--- src/rtl/rs_scheduler.sv ---
// Reservation-station scheduler: holds dispatched ops until both operands are
// ready, wakes operands from the ALU/load result buses, and issues the
// lowest-index ready entry to the ALU once per cycle.
module rs_scheduler #(
  parameter int unsigned RS_SIZE = 8,
  parameter int unsigned OPT_W   = 6,
  parameter int unsigned ROB_W   = 5
) (
  input  logic             clk,
  input  logic             rst,
  input  logic             rdy,
  input  logic             rb,
  output logic             rs_full,
  input  logic             rs_ena,
  input  logic [OPT_W-1:0] rs_opt,
  input  logic [ROB_W-1:0] rs_src1,
  input  logic [ROB_W-1:0] rs_src2,
  input  logic [31:0]      rs_val1,
  input  logic [31:0]      rs_val2,
  input  logic [31:0]      rs_imm,
  input  logic [ROB_W-1:0] rs_rob_idx,
  input  logic             cdb_alu_valid,
  input  logic [ROB_W-1:0] cdb_alu_src,
  input  logic [31:0]      cdb_alu_val,
  input  logic             cdb_ld_valid,
  input  logic [ROB_W-1:0] cdb_ld_src,
  input  logic [31:0]      cdb_ld_val,
  output logic             alu_ena,
  output logic [OPT_W-1:0] alu_opt,
  output logic [31:0]      alu_val1,
  output logic [31:0]      alu_val2,
  output logic [31:0]      alu_imm,
  output logic [ROB_W-1:0] alu_rob_idx
);

  localparam int unsigned IDX_W = $clog2(RS_SIZE);
  localparam int unsigned CNT_W = IDX_W + 1;

  logic [RS_SIZE-1:0] valid_q, valid_d;
  logic [OPT_W-1:0]   opt_q  [RS_SIZE];
  logic [OPT_W-1:0]   opt_d  [RS_SIZE];
  logic [ROB_W-1:0]   src1_q [RS_SIZE];
  logic [ROB_W-1:0]   src1_d [RS_SIZE];
  logic [ROB_W-1:0]   src2_q [RS_SIZE];
  logic [ROB_W-1:0]   src2_d [RS_SIZE];
  logic [31:0]        val1_q [RS_SIZE];
  logic [31:0]        val1_d [RS_SIZE];
  logic [31:0]        val2_q [RS_SIZE];
  logic [31:0]        val2_d [RS_SIZE];
  logic [31:0]        imm_q  [RS_SIZE];
  logic [31:0]        imm_d  [RS_SIZE];
  logic [ROB_W-1:0]   rob_q  [RS_SIZE];
  logic [ROB_W-1:0]   rob_d  [RS_SIZE];

  logic             issue_any, free_any;
  logic [IDX_W-1:0] issue_idx, free_idx;
  logic [CNT_W-1:0] count;

  // Operand capture from the result buses; ALU bus wins on identical tags.
  function automatic logic [ROB_W+31:0] wake(
    input logic [ROB_W-1:0] src,
    input logic [31:0]      val,
    input logic             a_v,
    input logic [ROB_W-1:0] a_src,
    input logic [31:0]      a_val,
    input logic             l_v,
    input logic [ROB_W-1:0] l_src,
    input logic [31:0]      l_val
  );
    logic [ROB_W+31:0] r;
    r = {src, val};
    if (src != '0) begin
      if (a_v && src == a_src) r = {{ROB_W{1'b0}}, a_val};
      else if (l_v && src == l_src) r = {{ROB_W{1'b0}}, l_val};
    end
    return r;
  endfunction

  // Lowest-index issuable entry, lowest-index free entry, occupancy count.
  always_comb begin
    issue_any = 1'b0;
    issue_idx = '0;
    free_any  = 1'b0;
    free_idx  = '0;
    count     = '0;
    for (int i = int'(RS_SIZE) - 1; i >= 0; i--) begin
      if (valid_q[i] && src1_q[i] == '0 && src2_q[i] == '0) begin
        issue_any = 1'b1;
        issue_idx = IDX_W'(i);
      end
      if (!valid_q[i]) begin
        free_any = 1'b1;
        free_idx = IDX_W'(i);
      end
      count = count + CNT_W'(valid_q[i]);
    end
  end

  // Includes the incoming write so the dispatcher sees the slot it is about to use.
  assign rs_full = (count + CNT_W'(rs_ena)) >= CNT_W'(RS_SIZE - 1);

  // Next entry state: rollback flush, or issue + wakeup + insert.
  always_comb begin
    valid_d = valid_q;
    opt_d   = opt_q;
    src1_d  = src1_q;
    src2_d  = src2_q;
    val1_d  = val1_q;
    val2_d  = val2_q;
    imm_d   = imm_q;
    rob_d   = rob_q;
    if (rb) begin
      valid_d = '0;
    end else begin
      if (issue_any) valid_d[issue_idx] = 1'b0;
      for (int i = 0; i < int'(RS_SIZE); i++) begin
        if (valid_q[i]) begin
          {src1_d[i], val1_d[i]} = wake(src1_q[i], val1_q[i], cdb_alu_valid, cdb_alu_src,
                                        cdb_alu_val, cdb_ld_valid, cdb_ld_src, cdb_ld_val);
          {src2_d[i], val2_d[i]} = wake(src2_q[i], val2_q[i], cdb_alu_valid, cdb_alu_src,
                                        cdb_alu_val, cdb_ld_valid, cdb_ld_src, cdb_ld_val);
        end
      end
      // Free slot is chosen from start-of-cycle state, so an issuing slot is never reused.
      if (rs_ena && free_any) begin
        valid_d[free_idx] = 1'b1;
        opt_d[free_idx]   = rs_opt;
        imm_d[free_idx]   = rs_imm;
        rob_d[free_idx]   = rs_rob_idx;
        {src1_d[free_idx], val1_d[free_idx]} = wake(rs_src1, rs_val1, cdb_alu_valid,
            cdb_alu_src, cdb_alu_val, cdb_ld_valid, cdb_ld_src, cdb_ld_val);
        {src2_d[free_idx], val2_d[free_idx]} = wake(rs_src2, rs_val2, cdb_alu_valid,
            cdb_alu_src, cdb_alu_val, cdb_ld_valid, cdb_ld_src, cdb_ld_val);
      end
    end
  end

  // Valid bits and registered issue port.
  always_ff @(posedge clk or posedge rst) begin
    if (rst) begin
      valid_q     <= '0;
      alu_ena     <= 1'b0;
      alu_opt     <= '0;
      alu_val1    <= '0;
      alu_val2    <= '0;
      alu_imm     <= '0;
      alu_rob_idx <= '0;
    end else if (!rdy) begin
      alu_ena <= 1'b0;
    end else begin
      valid_q <= valid_d;
      alu_ena <= issue_any && !rb;
      if (issue_any && !rb) begin
        alu_opt     <= opt_q[issue_idx];
        alu_val1    <= val1_q[issue_idx];
        alu_val2    <= val2_q[issue_idx];
        alu_imm     <= imm_q[issue_idx];
        alu_rob_idx <= rob_q[issue_idx];
      end
    end
  end

  // Entry payload; contents of invalid entries are don't-care, so no reset.
  always_ff @(posedge clk) begin
    if (rdy) begin
      opt_q  <= opt_d;
      src1_q <= src1_d;
      src2_q <= src2_d;
      val1_q <= val1_d;
      val2_q <= val2_d;
      imm_q  <= imm_d;
      rob_q  <= rob_d;
    end
  end

endmodule

--- config.mk ---
export PLATFORM = sky130hd
export DESIGN_NAME = rs_scheduler
export DESIGN_NICKNAME = d
export VERILOG_FILES = /design/src/rtl/rs_scheduler.sv
export SDC_FILE = /design/constraint.sdc
export NUM_CORES = 2
export LEC_CHECK = 0
export ABC_CLOCK_PERIOD_IN_PS = 4550
export BUFFER_PORTS_ARGS = -buffer_cell sky130_fd_sc_hd__buf_2
export CORE_MARGIN = 2
export CORE_UTILIZATION = 27
export CTS_CLUSTER_DIAMETER = 80
export DETAILED_ROUTE_END_ITERATION = 8
export PLACE_DENSITY_LB_ADDON = 0.08
export SLEW_MARGIN = 20
export SYNTH_ARGS = -nofsm -noshare
export SYNTH_HDL_FRONTEND = slang
export SYNTH_SLANG_ARGS = --single-unit
--- constraint.sdc ---
create_clock -name clk -period 4.55 [get_ports clk]
set_input_delay 0.455 -clock clk [delete_from_list [all_inputs] [get_ports clk]]
set_output_delay 0.455 -clock clk [all_outputs]
set_load 0.005 [all_outputs]
# Word-level counts from Yosys, hierarchy flattened
# Cells that the tools add are included.
# classes
bitwise_logic	6
reduce_logical	95
add_sub_neg	8
magnitude_cmp	8
n_mux	195
eq_ne	36
# op_table
operator	n
$mux W37	58
$mux W32	39
$bwmux W256	3
$mux W256	2
$bmux W32 S3	3
$eq A5 B5 Y1	36
$mux W5	35
$bwmux W40	3
$demux W32 S3	1
$reduce_bool A5 Y1	18
$logic_not A5 Y1	16
$mux W40	2
$logic_and A1 B1 Y1	57
$bwmux W48	1
$mux W3	16
$mux W8	4
$add A4 B1 Y4	5
$mux W1	19
$bmux W6 S3	1
$demux W6 S3	1
$mux W6	3
$bmux W5 S3	1
$demux W5 S3	1
$and A8 B8 Y8	1
other kinds (16)	22
# totals
in_bits	198
reg_bits	1052

# Depth between registers and ports, before layout
# logic_depth
word_depth	22
depth_mapped	13

# Worst setup path after synthesis
# Ideal clock, no wire load.
# synth_path
path_type	input port to flip-flop
start	input rb
end	register src1_q[0] (netlist bit) (enable)
path_slack_ps	-8684
setup_time_ps	934
t_arrival_ps	12300
n_path_buf	2
required_ps	3616
cell_stages	4
path_cell_list	nand2b_1 -> clkbuf_1 -> clkbuf_1 -> inv_1
# synth_via
elab_chain_cells	2
# synth_lines
item	line	source
from (decl)	12	input logic rb,
$not A1 Y1 (no line)	-	
$reduce_and A2 Y1 (no line)	-	
to (signal assigned)	167	src1_q <= src1_d;
to (decl)	42	logic [ROB_W-1:0] src1_q [RS_SIZE];
# Every way passes these cells.
# A chain may end at the register's enable or synchronous reset.

# Worst setup path in the final report
# layout_path
start	register valid_q[0]
end	output rs_full
# layout_via
elab_chain_cells	3
# layout_lines
item	line	source
from (decl)	39	logic [RS_SIZE-1:0] valid_q, valid_d;
from (signal assigned)	151	valid_q <= valid_d;
$add A4 B1 Y4	95	count = count + CNT_W'(valid_q[i]);
$add A4 B1 Y4	100	assign rs_full = (count + CNT_W'(rs_ena)) >= CNT_W'(RS_SIZE - 1);
$ge A4 B3 Y1	100	
to (decl)	13	output logic rs_full,
# Every way passes these cells.

==> impl_metrics.py <==
metrics = {
    "setup_path": {
        "cp-end-kind": "output pin",
        "startpoint_type": "register",
        "required_ns": 4.09,
        "crit_arrival_ns": 4.40,
        "worstSetupPathType": "reg2out",
        "timing.critical_path.fanout_max": 2,
    },
    "global_routing": {
        "grtUsageMet3_pct": 4.22,
        "gr-usage-met1_pct": 33.5,
        "grt_pass1_wl_um": 394000,
        "grt_pass1_vias": 47600,
        "grt_usage_pct": 24.9,
        "grt_max_degree": 149,
        "antenna_found_initial": 35,
        "grt-busiest-layer": "met2",
        "gr-total-overflow": 0,
        "use_met2_pct": 40.3,
    },
    "clock_tree": {
        "postCtsSetupBuffers": 0,
        "worstSkewPairLatency_ns": 0.81,
        "cts_sinks": 1052,
        "htreeDepth": 4,
        "clock_path_buffers": 3,
        "clk_root_buffer_cell": "clkbuf_16",
        "cts_buffers": 142,
        "tritoncts": "done",
        "cts.clk_slew.worst_paths_ns": 0.05,
    },
    "timing": {
        "hold_viol_final": 0,
        "clock_skew_ns": 0.0315,
        "tightest_slew_ns": 1.17,
        "drv_slew": 0,
        "fin_crit_ns": 4.85,
        "rsz0062_at_grt": "true",
        "relSlewSlack_pct": 22.0,
        "worst_slack_ns": -0.304,
        "finalSetupViolCount": 1,
        "fin_crit_sh_pct": 107,
        "max_freq_mhz": 206,
    },
    "logic_synthesis": {
        "yosysTopAreaCell": "edfxtp_1",
        "yosysMostFrequentCell": "edfxtp_1",
        "yosys_register_bits": 1052,
        "synth_nets": 5667,
        "synth_warnings": 0,
        "synth_top_area_share_pct": 48.1,
        "yosysUniqueCellTypes": 70,
        "syn_area_um2": 58500,
        "postSynthCellCount": 5462,
        "yosys-top-cells-count": "edfxtp_1, o21ai_0, nand2_1, clkbuf_1, mux2i_1",
        "async_reset_ff_share_pct": 11.0,
        "synth_seq_area_share_pct": 53.0,
        "synth-edff-count": 936,
        "synth-main-ff-cell": "edfxtp_1",
        "avgSynthCellArea_um2": 10.7,
        "ys_top_cells_by_area": "edfxtp_1, mux2i_1, o21ai_0",
    },
    "power": {
        "switching_share_pct": 26.1,
        "pwr-share-seq_pct": 45.4,
        "powerDensity_nw_per_um2": 356,
        "power.internal_mw": 18.2,
        "combPwrFrac_pct": 8.7,
        "clkPwrFrac_pct": 46.0,
        "p_leak_nw": 22.2,
        "worst_ir_drop_vdd_mv": 0.383,
        "power.total_mw": 24.6,
        "p_sw_mw": 6.40,
    },
    "detailed_routing": {
        "drtIter0Drc": 5131,
        "routedWlPerCell_um": 33.2,
        "routed-via-count": 48900,
        "drt_wl_total_um": 283000,
        "final_antenna_net_count": 0,
        "drc": 0,
        "first_pass_iters": 6,
        "drt-vias-per-instance": 5.75,
    },
    "die": {
        "fp-row-count": 170,
        "die_w_um": 469,
        "dieArea_um2": 220000,
        "die_h_um": 469,
        "core_area_um2": 215000,
        "io_pins": 307,
        "initial_core_util_pct": 27.2,
    },
    "run": {
        "maxCapViolations": 0,
    },
    "placement": {
        "gp_congestion": 0.815,
        "dp_hpwl_um": 169000,
        "io_buffers": 306,
    },
    "layout": {
        "utilization_pct": 32.1,
        "num-nets-final": 5750,
        "syn_to_final_growth_pct": 17.9,
        "drive_gt1_share_pct": 15.1,
    },
    "min_path": {
        "hold_class": "in2reg",
    },
    "outcome": {
        "violations": "negative setup slack",
        "status": "finished with violations",
    },
}
-- metal layers --
layer	vias to the layer above	part of all wire (%)	wire length (um)
li1	21400	-	-
met1	25100	44	125000
met2	1981	46	131000
met3	395	6.1	17300
met4	20	3.5	9780
met5	-	0.036	103
-- worst max-delay path, cell delays in order, from the launching register on --
cell     delay (ns)
dfrtp_1        0.40
fa_1           0.52
inv_1          0.06
fa_1           0.49
fa_1           0.43
fa_2           0.38
fa_1           0.55
nor2_1         0.05
a221o_1        0.32
a22o_1         0.26
buf_2          0.14
-- timing repair --
action | in CTS | in global routing
gates resized for setup | 1 | 0
endpoints found under the setup margin | 1 | 1
hold endpoints to repair | 381 | 0
hold buffers | 46 | 0
cloned | 0 | 0
pin swaps | 0 | 0
-- through the flow --
stage          cell area [um2]  setup slack [ns]  hold slack (ns)  cells  TNS (ns)
5_1_grt                  69000            -0.436            0.158   8514    -0.436
4_1_cts                  68900            -0.363           0.0720   8499    -0.363
2_1_floorplan            58500             -5.58            0.491   5462  -3305.92
3_5_place_dp             63900             0.245            0.493   8193         0
6_report                 69000            -0.304            0.144   8514    -0.304
3_3_place_gp             63900             0.141            0.488   8193         0
-- sequential cells by signal (all words and copies together), names as in the netlist, 40 cells and up --
| register | cells |
|---|---|
| opt_q | 48 |
| src1_q | 40 |
| val1_q | 256 |
| src2_q | 40 |
| val2_q | 256 |
| imm_q | 256 |
| rob_q | 40 |
-- path summary, 6_finish.rpt --
path,from,endpoint,slack (ns),cells after the start
worst max-delay path,valid_q[0]$_DFFE_PP0P_,rs_full,-0.30,10
worst min-delay path,rb,valid_q[6]$_DFFE_PP0P_,0.14,3
worst max register to register,src1_q[16]$_DFFE_PP_,alu_val2[14]$_DFFE_PP0P_,0.62,11
worst min register to register,alu_val1[29]$_DFFE_PP0P_,alu_val1[29]$_DFFE_PP0P_,0.49,2
max in group asynchronous,rst,alu_val2[26]$_DFFE_PP0P_,3.08,4
min in group asynchronous,rst,alu_val2[18]$_DFFE_PP0P_,0.28,3
-- cell usage in the layout, fill, tap and decap left out, types with 42 or more instances in the layout --
cell and instances:
edfxtp_1 936, o21ai_0 689, nand2_1 647, mux2i_1 440, o211ai_1 436, buf_2 306, a22oi_1 151, clkbuf_16 146
xor2_1 144, buf_4 141, o22a_1 128, nand3_1 118, dfrtp_1 116, nor2_1 108, o22ai_1 107, a21oi_1 94
buf_12 71, o221ai_1 57, dlygate4sd3_1 46, a32o_1 42, clkbuf_1 42
-- area by class of cell --
type | instances | area, um2
Fill cell | 21800 | 146000
Sequential cell | 1052 | 31000
Multi-Input combinational cell | 3753 | 25200
Timing Repair Buffer | 564 | 4470
Clock buffer | 200 | 3980
Tap cell | 2838 | 3550
Clock inverter | 60 | 609
Inverter | 32 | 134
Antenna cell | 15 | 37.5
-- power by group through the flow --
stage / Clock [mW] / Sequential [mW] / Combinational [mW]
after global placement: 0 / 11.3 / 2.06
after CTS: 11.5 / 11.1 / 2.12
final: 11.3 / 11.1 / 2.13
after detailed placement: 0 / 11.3 / 2.08
after floorplan: 0 / 11.3 / 1.13
after global routing: 11.9 / 11.2 / 2.29
-- kinds of logic (layout without fill, tap and decap cells) --
kind of cell | after synthesis | after routing | share of synthesized area (%)
fa+ha+maj | 7 | 7 | 0.214
flops | 1052 | 1052 | 53.0
buf+inv | 657 | 856 | 4.62
xor+xnor | 180 | 180 | 2.70
simple gates | 1080 | 1080 | 7.98
compound gates | 2036 | 2036 | 23.7
mux | 450 | 450 | 7.72
other cells | 0 | 15 | 0
(Power assumes the default switching activity.)
